[src/rtl/mem_port_arbiter_if.sv]
// -----------------------------------------------------------------------------
// mem_port_arbiter_if
//   Bundles the fetch port, the data port, the shared memory port and the two
//   pipeline stall lines that connect to mem_port_arbiter.
//
//   Fetch port  : if_req, if_addr            -> arbiter
//                 if_rdata, if_done          <- arbiter
//   Data port   : d_req, d_we, d_addr,
//                 d_wdata                    -> arbiter
//                 d_rdata, d_done            <- arbiter
//   Memory port : mem_req, mem_we, mem_addr,
//                 mem_wdata                  <- arbiter
//                 mem_rdata, mem_ready       -> arbiter
//   Stalls      : stall_if, stall_mem        <- arbiter
//
//   modport master : the arbiter's view
//   modport slave  : the surrounding pipeline / memory view
// -----------------------------------------------------------------------------
interface mem_port_arbiter_if;
    logic        if_req;
    logic [31:0] if_addr;
    logic [31:0] if_rdata;
    logic        if_done;

    logic        d_req;
    logic        d_we;
    logic [31:0] d_addr;
    logic [31:0] d_wdata;
    logic [31:0] d_rdata;
    logic        d_done;

    logic        mem_req;
    logic        mem_we;
    logic [31:0] mem_addr;
    logic [31:0] mem_wdata;
    logic [31:0] mem_rdata;
    logic        mem_ready;

    logic        stall_if;
    logic        stall_mem;

    modport master (
        input  if_req, if_addr, d_req, d_we, d_addr, d_wdata, mem_rdata, mem_ready,
        output if_rdata, if_done, d_rdata, d_done,
               mem_req, mem_we, mem_addr, mem_wdata, stall_if, stall_mem
    );

    modport slave (
        output if_req, if_addr, d_req, d_we, d_addr, d_wdata, mem_rdata, mem_ready,
        input  if_rdata, if_done, d_rdata, d_done,
               mem_req, mem_we, mem_addr, mem_wdata, stall_if, stall_mem
    );
endinterface

[src/rtl/mem_port_arbiter.sv]
// -----------------------------------------------------------------------------
// mem_port_arbiter
//   Shares one single-port memory between the instruction fetch port and the
//   data (load/store) port. One transaction is outstanding at a time. Data
//   requests win ties, but after STARVE_MAX consecutive data grants made while
//   a fetch waits, the fetch is served next.
//
//   Ports:
//     clk  - single clock, rising edge
//     rst  - synchronous, active-high reset
//     bus  - mem_port_arbiter_if.master (fetch, data, memory, stall signals)
//
//   Parameter:
//     STARVE_MAX - max consecutive data grants while a fetch is pending (1..7)
// -----------------------------------------------------------------------------
module mem_port_arbiter #(
    parameter int unsigned STARVE_MAX = 4
) (
    input  logic                      clk,
    input  logic                      rst,
    mem_port_arbiter_if.master        bus
);

    typedef enum logic [1:0] {
        IDLE   = 2'd0,
        BUSY_I = 2'd1,
        BUSY_D = 2'd2
    } state_t;

    localparam logic [2:0] STARVE_LIM = 3'(STARVE_MAX);

    state_t      state_q, state_d;
    logic [2:0]  starve_cnt_q, starve_cnt_d;
    logic        mem_we_q, mem_we_d;
    logic [31:0] mem_addr_q, mem_addr_d;
    logic [31:0] mem_wdata_q, mem_wdata_d;

    logic        grant_d;
    logic        grant_i;
    logic        if_done_w;
    logic        d_done_w;

    // Data wins unless a fetch has already been passed over STARVE_MAX times.
    assign grant_d = bus.d_req & (~bus.if_req | (starve_cnt_q < STARVE_LIM));
    assign grant_i = bus.if_req & ~grant_d;

    // NOTE: every variable assigned here gets a default first, so no path
    // through the case statement can leave one unassigned and infer a latch.
    always_comb begin
        state_d      = state_q;
        starve_cnt_d = starve_cnt_q;
        mem_we_d     = mem_we_q;
        mem_addr_d   = mem_addr_q;
        mem_wdata_d  = mem_wdata_q;

        case (state_q)
            IDLE: begin
                if (grant_d) begin
                    state_d     = BUSY_D;
                    mem_we_d    = bus.d_we;
                    mem_addr_d  = bus.d_addr;
                    mem_wdata_d = bus.d_wdata;
                end else if (grant_i) begin
                    state_d     = BUSY_I;
                    mem_we_d    = 1'b0;
                    mem_addr_d  = bus.if_addr;
                    mem_wdata_d = '0;
                end

                // Count only data grants that bypass a waiting fetch.
                if (!bus.if_req) begin
                    starve_cnt_d = '0;
                end else if (grant_d) begin
                    starve_cnt_d = (starve_cnt_q == STARVE_LIM) ? STARVE_LIM
                                                                : starve_cnt_q + 3'd1;
                end else if (grant_i) begin
                    starve_cnt_d = '0;
                end
            end
            BUSY_I, BUSY_D: begin
                if (bus.mem_ready) begin
                    state_d = IDLE;
                end
            end
            default: begin
                state_d = IDLE;
            end
        endcase
    end

    // NOTE: sequential state uses non-blocking assignments so every register
    // samples the pre-edge values, independent of statement order.
    always_ff @(posedge clk) begin
        if (rst) begin
            state_q      <= IDLE;
            starve_cnt_q <= '0;
            mem_we_q     <= 1'b0;
            mem_addr_q   <= '0;
            mem_wdata_q  <= '0;
        end else begin
            state_q      <= state_d;
            starve_cnt_q <= starve_cnt_d;
            mem_we_q     <= mem_we_d;
            mem_addr_q   <= mem_addr_d;
            mem_wdata_q  <= mem_wdata_d;
        end
    end

    // Completion is suppressed while rst is high so an abandoned transaction
    // never reports done, even if the memory answers in the reset cycle.
    assign if_done_w = (state_q == BUSY_I) & bus.mem_ready & ~rst;
    assign d_done_w  = (state_q == BUSY_D) & bus.mem_ready & ~rst;

    assign bus.if_done   = if_done_w;
    assign bus.d_done    = d_done_w;
    assign bus.if_rdata  = if_done_w ? bus.mem_rdata : '0;
    assign bus.d_rdata   = d_done_w  ? bus.mem_rdata : '0;

    assign bus.mem_req   = (state_q != IDLE);
    assign bus.mem_we    = mem_we_q;
    assign bus.mem_addr  = mem_addr_q;
    assign bus.mem_wdata = mem_wdata_q;

    assign bus.stall_if  = bus.if_req & ~if_done_w;
    assign bus.stall_mem = bus.d_req & ~d_done_w;

endmodule
[src/flat_wrapper.sv]
// flat-port wrapper written by rule: the top's interface ports become plain ports
module mem_port_arbiter_flat 
#(
    parameter int unsigned STARVE_MAX = 4
)
  (clk, rst, bus_if_req, bus_if_addr, bus_d_req, bus_d_we, bus_d_addr, bus_d_wdata, bus_mem_rdata, bus_mem_ready, bus_if_rdata, bus_if_done, bus_d_rdata, bus_d_done, bus_mem_req, bus_mem_we, bus_mem_addr, bus_mem_wdata, bus_stall_if, bus_stall_mem);
  mem_port_arbiter_if bus_i ();
  input  logic clk;
  input  logic rst;
  input wire logic [$bits(bus_i.if_req)-1:0] bus_if_req;
  input wire logic [$bits(bus_i.if_addr)-1:0] bus_if_addr;
  input wire logic [$bits(bus_i.d_req)-1:0] bus_d_req;
  input wire logic [$bits(bus_i.d_we)-1:0] bus_d_we;
  input wire logic [$bits(bus_i.d_addr)-1:0] bus_d_addr;
  input wire logic [$bits(bus_i.d_wdata)-1:0] bus_d_wdata;
  input wire logic [$bits(bus_i.mem_rdata)-1:0] bus_mem_rdata;
  input wire logic [$bits(bus_i.mem_ready)-1:0] bus_mem_ready;
  output wire logic [$bits(bus_i.if_rdata)-1:0] bus_if_rdata;
  output wire logic [$bits(bus_i.if_done)-1:0] bus_if_done;
  output wire logic [$bits(bus_i.d_rdata)-1:0] bus_d_rdata;
  output wire logic [$bits(bus_i.d_done)-1:0] bus_d_done;
  output wire logic [$bits(bus_i.mem_req)-1:0] bus_mem_req;
  output wire logic [$bits(bus_i.mem_we)-1:0] bus_mem_we;
  output wire logic [$bits(bus_i.mem_addr)-1:0] bus_mem_addr;
  output wire logic [$bits(bus_i.mem_wdata)-1:0] bus_mem_wdata;
  output wire logic [$bits(bus_i.stall_if)-1:0] bus_stall_if;
  output wire logic [$bits(bus_i.stall_mem)-1:0] bus_stall_mem;
  assign bus_i.if_req = bus_if_req;
  assign bus_i.if_addr = bus_if_addr;
  assign bus_i.d_req = bus_d_req;
  assign bus_i.d_we = bus_d_we;
  assign bus_i.d_addr = bus_d_addr;
  assign bus_i.d_wdata = bus_d_wdata;
  assign bus_i.mem_rdata = bus_mem_rdata;
  assign bus_i.mem_ready = bus_mem_ready;
  assign bus_if_rdata = bus_i.if_rdata;
  assign bus_if_done = bus_i.if_done;
  assign bus_d_rdata = bus_i.d_rdata;
  assign bus_d_done = bus_i.d_done;
  assign bus_mem_req = bus_i.mem_req;
  assign bus_mem_we = bus_i.mem_we;
  assign bus_mem_addr = bus_i.mem_addr;
  assign bus_mem_wdata = bus_i.mem_wdata;
  assign bus_stall_if = bus_i.stall_if;
  assign bus_stall_mem = bus_i.stall_mem;
  mem_port_arbiter #(.STARVE_MAX(STARVE_MAX)) u_core (.clk(clk), .rst(rst), .bus(bus_i));
endmodule
[config.mk]
export PLATFORM = sky130hd
export DESIGN_NAME = mem_port_arbiter_flat
export DESIGN_NICKNAME = d
export VERILOG_FILES = /design/src/rtl/mem_port_arbiter_if.sv /design/src/rtl/mem_port_arbiter.sv /design/src/flat_wrapper.sv
export SDC_FILE = /design/constraint.sdc
export NUM_CORES = 1
export LEC_CHECK = 0
export ABC_AREA = 0
export ABC_CLOCK_PERIOD_IN_PS = 1700
export CORE_ASPECT_RATIO = 0.75
export CORE_MARGIN = 1
export CORE_UTILIZATION = 32
export DETAILED_ROUTE_END_ITERATION = 6
export PLACE_DENSITY = 0.91
export SLEW_MARGIN = 30
export SYNTH_ARGS = -nofsm -noshare
export SYNTH_HDL_FRONTEND = slang
export SYNTH_SLANG_ARGS = --single-unit
[constraint.sdc]
create_clock -name clk -period 1.7 [get_ports clk]
set_input_delay 0.17 -clock clk [delete_from_list [all_inputs] [get_ports clk]]
set_output_delay 0.17 -clock clk [all_outputs]
set_load 0.03 [all_outputs]
==> results of run 1 <==
-- registers in the layout, summed over array words and instances, names as in the netlist --
| signal | flops |
|---|---|
| u_core.starve_cnt_q | 3 |
| u_core.state_q | 2 |
| u_core.bus.mem_addr | 32 |
| u_core.bus.mem_we | 1 |
| u_core.bus.mem_wdata | 32 |
-- layout make-up --
type	instances	area (µm²)	share of cell area
clock buffers	11	243	0.0360
clock inverters	5	106	0.0158
inverters	6	22.5	0.00334
repair buffers	291	3080	0.457
multi-input cells	254	1720	0.256
well taps	128	160	0.0238
flip-flops and latches	70	1400	0.208
-- power by group --
part           internal, mW  switching [mW]
Clock                  1.48           0.693
Combinational         0.896           0.911
Sequential             1.82          0.0997
-- path summary, 6_finish.rpt --
path | start | endpoint | slack (ns)
hold reg to reg | u_core.bus.mem_wdata[16] | u_core.bus.mem_wdata[16] | 0.47
hold / removal | bus_if_addr[12] | u_core.bus.mem_addr[12] | 0.43
setup / recovery | u_core.state_q[0] | bus_d_rdata[11] | -0.1
setup reg to reg | u_core.state_q[0] | u_core.bus.mem_addr[29] | -0.03
-- critical path: cells and delay by family (launching register included) --
family,cells,cell delay (ns)
fa+ha+maj,1,0.12
buf+inv,3,0.41
flops,1,0.32
simple gates,2,0.45
-- per-stage QoR --
step	hold WS (ns)	cells	power, mW
3_3_place_gp	0.456	740	3.58
3_5_place_dp	0.455	740	3.62
2_1_floorplan	0.303	362	2.76
4_1_cts	0.417	757	5.81
5_1_grt	0.431	765	6.11
6_report	0.427	765	5.89
-- cells in the final DEF, fill, tap and decap left out, types with 2 or more instances in the layout --
cell type and n:
a22o_1 33, inv_1 4, nand2_1 66, ha_1 3
nor2b_1 2, a21oi_1 2, buf_12 7, buf_4 13
and2_1 18, nand3_1 2, nand2b_1 2, dfxtp_1 68
a311oi_1 32, nor2_1 32, buf_6 68, dfxtp_2 2
clkbuf_16 12, clkdlybuf4s50_1 198, and3b_2 2, bufinv_16 3
inv_2 2, and2_4 46
-- what timing repair did --
action,4_1_cts,5_1_grt
pin swaps,0,29
setup endpoints to repair,65,70
resized for setup,41,89
gates cloned,0,4
setup buffers,1,4
-- metal layers --
metal	global-route usage	part of all wire	vias up
met4	0.0564	0.016	0
met5	0	0	-
met3	0.0561	0.076	18
li1	-	-	1791
met2	0.410	0.54	168
met1	0.224	0.37	1796
-- logic make-up after synthesis --
family	count (synthesis)	synth area share
DFF	70	0.444
AOI/OAI and AO/OA	75	0.206
buffers and inverters	38	0.0598
adders and majority gates	5	0.0198
and+or+nand+nor	174	0.271
==> results.md, run 1 <==
- Status: finished, violations left
- Failing checks: negative setup slack
- Slowest cell on the critical path: dfxtp_2
- Remaining antenna violation count after routing: 0
- Total CTS buffers: 9
- Clock Pin Slew Worst Setup and Hold Paths: 0.06 ns
- CTS Hold Bufs: 0
- Total congestion overflow: 0
- Via count: 3773
- TNS Setup: -4.39 ns
- Worst Path Max Fanout: 8
- Fmax: 556 MHz
- CTS Buffer Depth: 2
- Crit end category: output port
- Peak supply drop: between 0.5 and 0.6 mV
- Min-Delay Path Class: input pin to flop
- Crit path time final: between 1.5 and 2 ns
- Post-Syn Area: between 3000 and 4000 µm²
- Vias/cell: 4.93
- Die Width: 117 µm
- Worst setup margin: -0.0973 ns
- Routability cong.: 0.819
- DP HPWL: 9000 µm
- DR pass1 iterations: 4
- Setup CP Type: flop to output port
- Pre-CTS setup slack: -0.0323 ns
- Cell variety after synth: 27
- Flop and latch count out of synthesis: 70
- Sequential-to-total area share from yosys stat: 0.444
- Io pins: 268
- Commonest cells post-synth: 70 x dfxtp_1, 66 x nand2_1, 64 x and2_1
- Ranking of synthesized cells by area: dfxtp_1 44%, and2_1 13%, a22o_1 9.2%
- Unrepaired setup endpoints after global routing: yes
- Leading area contributor after synthesis: dfxtp_1
- Row Count: 30
- Synth Area per Inst: 8.72 µm²
- Static leakage: 2.81 nW
- Maxcap violations: 0
- Final setup vio count: 66
- Drt total wl: 12900 µm
- GRT Total Usage: 0.211
- Clk_skew: approximately 0.0047 ns
- Area after DPL: just under 6000 µm²
- Critical Path AT: around 1.6 ns
- Largest net degree at the start of global routing: 37
- Layout cells sized above 1: 0.262
- CTS H-tree depth: 3
- Prevailing post-synth register cell: dfxtp_1
- Top-count cell post-synth: dfxtp_1
- # DRC: 0
- Post-synth top area share: 0.444
- Slew @ Worst Pin: 0.362 ns
- Critical Path, Cell by Cell: inv_2 -> ha_4 -> and3b_2 -> clkbuf_16 -> and2_4 -> buf_6
- NumNets Final: 771
- Finished Cell Area: 6740 µm²
- Later-pin clock latency in the skew report: 0.32 ns
- Vias in the first global route: approximately 3500
- CTS tree: done
- Syn nets: 501
- Crit path launch type: flop
- Final hold vios: 0
- Area grow syn2layout: 113%
- PortBufs: 267
- Initial Util: 0.339
- Rel. slew slack: 0.756
- Yosys warnings: 0
- FF-to-FF path depth: 8
- Ys async rst share: 0
- First-pass GRT wire length: around 17000 µm
- Period utilization: 1.06
- Worst Hold Depth: 3
- Antenna violations before repair: 0
- CP max stage delay: 0.32 ns
- Synth Instances: 362
- Number of synthesized flops with an enable pin: 0
- Root buf cell: clkbuf_16
- Fin. max-slew vios: 0
- Clock sink count: 70
- Initial DRC count: 133
- Filler instances: 672
- Antenna cells: 0
- Core Region: 9310 µm²
- Post-layout util: 0.724
- Critical Path RT: 1.53 ns
- WL/cell: 16.9 µm
- PwrDens: roughly 870 nW/µm²
- Chip height: 88.0 µm
- Total Die Area: 10300 µm²
(Power assumes the default switching activity.)
==> run 2: changes to the inputs <==
--- a/config.mk
+++ b/config.mk
@@ -9,9 +9,11 @@
 export ABC_CLOCK_PERIOD_IN_PS = 1700
 export CORE_ASPECT_RATIO = 0.75
 export CORE_MARGIN = 1
-export CORE_UTILIZATION = 32
+export CORE_UTILIZATION = 33
+export CTS_BUF_LIST = sky130_fd_sc_hd__clkbuf_4 sky130_fd_sc_hd__clkbuf_8
 export DETAILED_ROUTE_END_ITERATION = 6
-export PLACE_DENSITY = 0.91
+export PLACE_DENSITY = 0.93
+export REMOVE_ABC_BUFFERS = 1
 export SLEW_MARGIN = 30
 export SYNTH_ARGS = -nofsm -noshare
 export SYNTH_HDL_FRONTEND = slang
==> run 2 against run 1 <==
  * The run still ends with negative setup slack left
  * Clock skew increased by 0.0097 ns
  * Sequential power about the same
  * Maximum frequency increased by 0.73%
==> results.md, run 2 (synthesized netlist as in run 1, its figures left out) <==
- CTS Buffer Depth: 2 (unchanged)
- Hold_sp: bus_d_addr[24] (was bus_if_addr[12])
- Crit path launch type: flop (unchanged)
- GRT Total Usage: 0.228 (was 0.211)
- Pre-CTS setup slack: -0.0908 ns (was -0.0323 ns)
- Later-pin clock latency in the skew report: 0.34 ns (was 0.32 ns)
- Min-Delay Path Class: input pin to flop (unchanged)
- Hold Worst Slack: 0.406 ns (was 0.427 ns)
- Peak supply drop: 0.463 mV (was 0.544 mV)
- Antenna violations before repair: 0 (unchanged)
- Total congestion overflow: 0 (unchanged)
- Row Count: 30 (unchanged)
- TNS Setup: -3.95 ns (was -4.39 ns)
- Setup CP Type: flop to output port (unchanged)
- Area grow syn2layout: 92.5% (was 113%)
- Chip height: 86.7 µm (was 88.0 µm)
- Met3 wire length: 955 µm (was 981 µm)
- Period utilization: 1.05 (was 1.06)
- Slew @ Worst Pin: 0.383 ns (was 0.362 ns)
- Critical Path RT: 1.53 ns (about the same)
- Core Region: 9160 µm² (was 9310 µm²)
- Post-layout util: 0.664 (was 0.724)
- Crit end category: output port (unchanged)
- Commonest cells after routing, fill and taps aside: 198 x clkdlybuf4s50_1, 73 x buf_4, 68 x dfxtp_1 (was 198 x clkdlybuf4s50_1, 68 x buf_6, 68 x dfxtp_1)
- Critical Path Start: u_core.state_q[0] (unchanged)
- WL met1: 4240 µm (was 4720 µm)
- Total CTS buffers: 9 (unchanged)
- Maxcap violations: 0 (unchanged)
- Static leakage: 2.56 nW (was 2.81 nW)
- Initial DRC count: 154 (was 133)
- WL/cell: 15.7 µm (was 16.9 µm)
- Rel. slew slack: 0.744 (was 0.756)
- CTS H-tree depth: 3 (unchanged)
- Initial Util: 0.345 (was 0.339)
- Drt total wl: 11900 µm (was 12900 µm)
- Clock sink count: 70 (unchanged)
- Met2 WL post-DR: 6390 µm (was 7010 µm)
- NumNets Final: 761 (was 771)
- DP HPWL: 9350 µm (was 9000 µm)
- Fmax: 560 MHz (was 556 MHz)
- Via count: 3647 (was 3773)
- Die Width: 115 µm (was 117 µm)
- Root buf cell: clkbuf_8 (was clkbuf_16)
- Fin. max-slew vios: 0 (unchanged)
- Final Instance Count excl. Fillers: 755 (was 765)
- CTS tree: done (unchanged)
- Routability cong.: 0.815 (was 0.819)
- First-pass GRT wire length: 17600 µm (was 17000 µm)
- Unrepaired setup endpoints after global routing: yes (unchanged)
- Clock Pin Slew Worst Setup and Hold Paths: 0.08 ns (was 0.06 ns)
- Crit path time final: 1.78 ns (was 1.80 ns)
- Worst setup margin: -0.0842 ns (was -0.0973 ns)
- Io pins: 268 (unchanged)
- Area after DPL: 5880 µm² (was 5860 µm²)
- Highest metal layer with signal wires: met4 (unchanged)
- Finished Cell Area: 6080 µm² (was 6740 µm²)
- Worst Path Max Fanout: 34 (was 8)
- Commonest non-fill, non-tap cell in the layout: clkdlybuf4s50_1 (unchanged)
- Crit Reg-Reg Startpoint: u_core.state_q[0] (unchanged)
- Status: finished, violations left (unchanged)
- Clk_skew: 0.0144 ns (was 0.00469 ns)
- Antenna cells: 0 (unchanged)
- Total Die Area: 9960 µm² (was 10300 µm²)
- Final setup vio count: 66 (unchanged)
- Pwr Total: 4.87 mW (was 5.89 mW)
- Layout cells sized above 1: 0.171 (was 0.262)
- Critical Path AT: 1.61 ns (was 1.63 ns)
- # DRC: 0 (unchanged)
- Remaining antenna violation count after routing: 0 (unchanged)
- PwrDens: 801 nW/µm² (was 875 nW/µm²)
- PortBufs: 267 (unchanged)
- Vias/cell: 4.83 (was 4.93)
- Vias in the first global route: 3570 (was 3540)
- Final hold vios: 0 (unchanged)
- Failing checks: negative setup slack (unchanged)
- Cells after DPL: 739 (was 740)
- Largest net degree at the start of global routing: 40 (was 37)
- DR pass1 iterations: 4 (unchanged)
- CTS Hold Bufs: 0 (unchanged)
==> run 2: cell count changes in the layout (fill, tap and decap cells not counted), moves of 9 or more <==
cell       change
buf_6         -68
clkbuf_8       +9
clkbuf_16     -12
buf_4         +60
and2_1        +45
and2_4        -45
==> run 2: path summary, 6_finish.rpt <==
path | endpoint | slack, ns | cells after the start
hold / removal | u_core.bus.mem_addr[24] | 0.41 | 3
hold reg to reg | u_core.bus.mem_wdata[30] | 0.48 | 1
setup / recovery | bus_d_rdata[22] | -0.08 | 6
setup reg to reg | u_core.bus.mem_addr[22] | 0.06 | 6
==> run 2: final cells by class <==
class	count	area, µm²
well taps	128	160
clock inverters	6	45.0
fillers	757	3080
repair buffers	281	2730
multi-input cells	254	1580
flip-flops and latches	70	1400
clock buffers	10	138
inverters	6	22.5
==> run 2: power breakdown <==
group | switching (mW) | internal, mW
logic | 0.876 | 0.835
registers | 0.0988 | 1.81
clock network | 0.668 | 0.577
==> run 2: timing repair <==
action,4_1_cts,5_1_grt
cloned,0,0
gates resized for setup,3,2
endpoints found under the setup margin,67,72
pin swaps,0,0
setup buffers,0,0
==> run 2: worst max-delay path, cell delays in order, from the launching register on <==
cell and delay [ns]:
dfxtp_2 0.33, inv_1 0.06, ha_1 0.20, and3b_1 0.19
buf_12 0.16, and2_1 0.17, buf_4 0.17
==> run 2: layer usage <==
| metal | global-route usage | up-vias |
|---|---|---|
| li1 | - | 1772 |
| met1 | 0.233 | 1682 |
| met2 | 0.438 | 174 |
| met3 | 0.0587 | 19 |
| met4 | 0.100 | 0 |
| met5 | 0 | - |
==> run 3: changes to the inputs <==
--- a/config.mk
+++ b/config.mk
@@ -9,10 +9,10 @@
 export ABC_CLOCK_PERIOD_IN_PS = 1700
 export CORE_ASPECT_RATIO = 0.75
 export CORE_MARGIN = 1
-export CORE_UTILIZATION = 33
+export CORE_UTILIZATION = 30
 export CTS_BUF_LIST = sky130_fd_sc_hd__clkbuf_4 sky130_fd_sc_hd__clkbuf_8
 export DETAILED_ROUTE_END_ITERATION = 6
-export PLACE_DENSITY = 0.93
+export PLACE_DENSITY = 0.86
 export REMOVE_ABC_BUFFERS = 1
 export SLEW_MARGIN = 30
 export SYNTH_ARGS = -nofsm -noshare
==> run 3 against run 2 <==
  * The flow still finishes with violations (negative setup slack)
  * Clock-buffer cell count shrank 1
  * Via count grew 0.66%
  * Cell area grew 4.5%
  * Routed wire length shrank 1.7%
==> results.md, run 3 (synthesized netlist as in run 1, its figures left out) <==
- Drt total wl: 11700 µm (was 11900 µm)
- Highest metal layer with signal wires: met4 (unchanged)
- Remaining antenna violation count after routing: 0 (unchanged)
- Root buf cell: clkbuf_8 (unchanged)
- Antenna cells: 0 (unchanged)
- Setup CP Type: flop to output port (unchanged)
- Critical Path RT: 1.53 ns (about the same)
- Unrepaired setup endpoints after global routing: yes (unchanged)
- Area grow syn2layout: 101% (was 92.5%)
- Met3 wire length: 884 µm (was 955 µm)
- WL met1: 4510 µm (was 4240 µm)
- Antenna violations before repair: 0 (unchanged)
- Commonest cells after routing, fill and taps aside: 198 x clkdlybuf4s50_1, 68 x dfxtp_1, 66 x nand2_1 (was 198 x clkdlybuf4s50_1, 73 x buf_4, 68 x dfxtp_1)
- CTS Buffer Depth: 2 (unchanged)
- Later-pin clock latency in the skew report: 0.34 ns (about the same)
- Pwr Total: 5.02 mW (was 4.87 mW)
- DP HPWL: 8860 µm (was 9350 µm)
- GRT Total Usage: 0.200 (was 0.228)
- Worst setup margin: -0.135 ns (was -0.0842 ns)
- Die Width: 120 µm (was 115 µm)
- PwrDens: 790 nW/µm² (was 801 nW/µm²)
- Post-layout util: 0.620 (was 0.664)
- Vias/cell: 4.78 (was 4.83)
- CTS tree: done (unchanged)
- Critical Path AT: 1.66 ns (was 1.61 ns)
- R2r setup slk: 0.14 ns (was 0.06 ns)
- Status: finished, violations left (unchanged)
- Commonest non-fill, non-tap cell in the layout: clkdlybuf4s50_1 (unchanged)
- Static leakage: 2.66 nW (was 2.56 nW)
- First-pass GRT wire length: 17300 µm (was 17600 µm)
- Crit end category: output port (unchanged)
- Fmax: 545 MHz (was 560 MHz)
- PortBufs: 267 (unchanged)
- Total congestion overflow: 0 (unchanged)
- Core Region: 10200 µm² (was 9160 µm²)
- WL/cell: 15.2 µm (was 15.7 µm)
- Routability cong.: 0.867 (was 0.815)
- Row Count: 32 (was 30)
- Final Instance Count excl. Fillers: 768 (was 755)
- NumNets Final: 766 (was 761)
- Clock sink count: 70 (unchanged)
- Cells after DPL: 748 (was 739)
- Via count: 3671 (was 3647)
- Period utilization: 1.08 (was 1.05)
- Peak supply drop: 0.534 mV (was 0.463 mV)
- CTS Hold Bufs: 0 (unchanged)
- Failing checks: negative setup slack (unchanged)
- Io pins: 268 (unchanged)
- Final setup vio count: 65 (was 66)
- Filler instances: 830 (was 757)
- Chip height: 90.8 µm (was 86.7 µm)
- Min-Delay Path Class: input pin to flop (unchanged)
- Initial DRC count: 98 (was 154)
- DR pass1 iterations: 4 (unchanged)
- Largest net degree at the start of global routing: 35 (was 40)
- Initial Util: 0.308 (was 0.345)
- Met2 WL post-DR: 6000 µm (was 6390 µm)
- Worst Path Max Fanout: 17 (was 34)
- Total Die Area: 10900 µm² (was 9960 µm²)
- CTS H-tree depth: 3 (unchanged)
- Final hold vios: 0 (unchanged)
- Slew @ Worst Pin: 0.364 ns (was 0.383 ns)
- Clk_skew: 0.0100 ns (was 0.0144 ns)
- Clock Pin Slew Worst Setup and Hold Paths: 0.09 ns (was 0.08 ns)
- Crit path time final: 1.83 ns (was 1.78 ns)
- Total CTS buffers: 9 (unchanged)
- # DRC: 0 (unchanged)
- Crit path launch type: flop (unchanged)
- Rel. slew slack: 0.757 (was 0.744)
- Vias in the first global route: 3542 (was 3570)
- Maxcap violations: 0 (unchanged)
- Fin. max-slew vios: 0 (unchanged)
- Layout cells sized above 1: 0.212 (was 0.171)
-- run 3: cell types whose count changed in the layout (fill, tap and decap cells not counted), moves of 17 or more --
cell and change:
buf_6 +32, buf_4 -28, and2_1 -17, and2_4 +17
-- run 3: area by class of cell --
cell class	count	area [µm²]	share of cell area
Timing Repair Buffer	286	2910	0.458
Multi-Input combinational cell	254	1640	0.259
Sequential cell	70	1400	0.221
Tap cell	136	170	0.0268
Clock buffer	9	124	0.0195
Clock inverter	7	77.6	0.0122
Inverter	6	22.5	0.00355
-- run 3: final timing paths --
kind / start / end / cells after the start
setup / recovery: u_core.state_q[0] / bus_d_rdata[0] / 6
hold / removal: bus_d_addr[25] / u_core.bus.mem_addr[25] / 3
hold reg to reg: u_core.bus.mem_wdata[3] / u_core.bus.mem_wdata[3] / 1
setup reg to reg: u_core.state_q[0] / u_core.bus.mem_addr[24] / 7
-- run 3: routing by layer --
| layer | track usage | vias to the layer above |
|---|---|---|
| met5 | 0 | - |
| met4 | 0.0730 | 0 |
| met3 | 0.0688 | 21 |
| met2 | 0.368 | 179 |
| met1 | 0.208 | 1692 |
| li1 | - | 1779 |
-- run 3: per-stage QoR --
stage / instance area [µm²] / setup slack (ns) / setup TNS, ns / hold slack [ns]
after CTS: 6100 / -0.113 / -6.12 / 0.374
after floorplan: 2990 / -1.22 / -58.70 / 0.239
final: 6350 / -0.135 / -4.58 / 0.393
after detailed placement: 5890 / -0.0461 / -0.183 / 0.460
after global routing: 6350 / -0.221 / -10.06 / 0.375
after global placement: 5890 / 0.0106 / 0 / 0.455
-- run 3: timing repair --
action                     CTS  global route
resized for setup            3            57
setup endpoints to repair   66            80
gates cloned                 0             2
buffers inserted             0             2
pin swaps                    0             9
-- run 3: power by group --
group          switching [mW]  internal, mW
sequential             0.0927          1.81
combinational           0.877         0.857
clock                   0.684         0.696
total                    1.65          3.37
-- run 3: worst max-delay path, stage by stage, from the launching register on --
cell	delay, ns
dfxtp_2	0.33
inv_2	0.06
ha_2	0.16
and3b_2	0.27
clkbuf_16	0.19
and2_1	0.17
buf_6	0.14
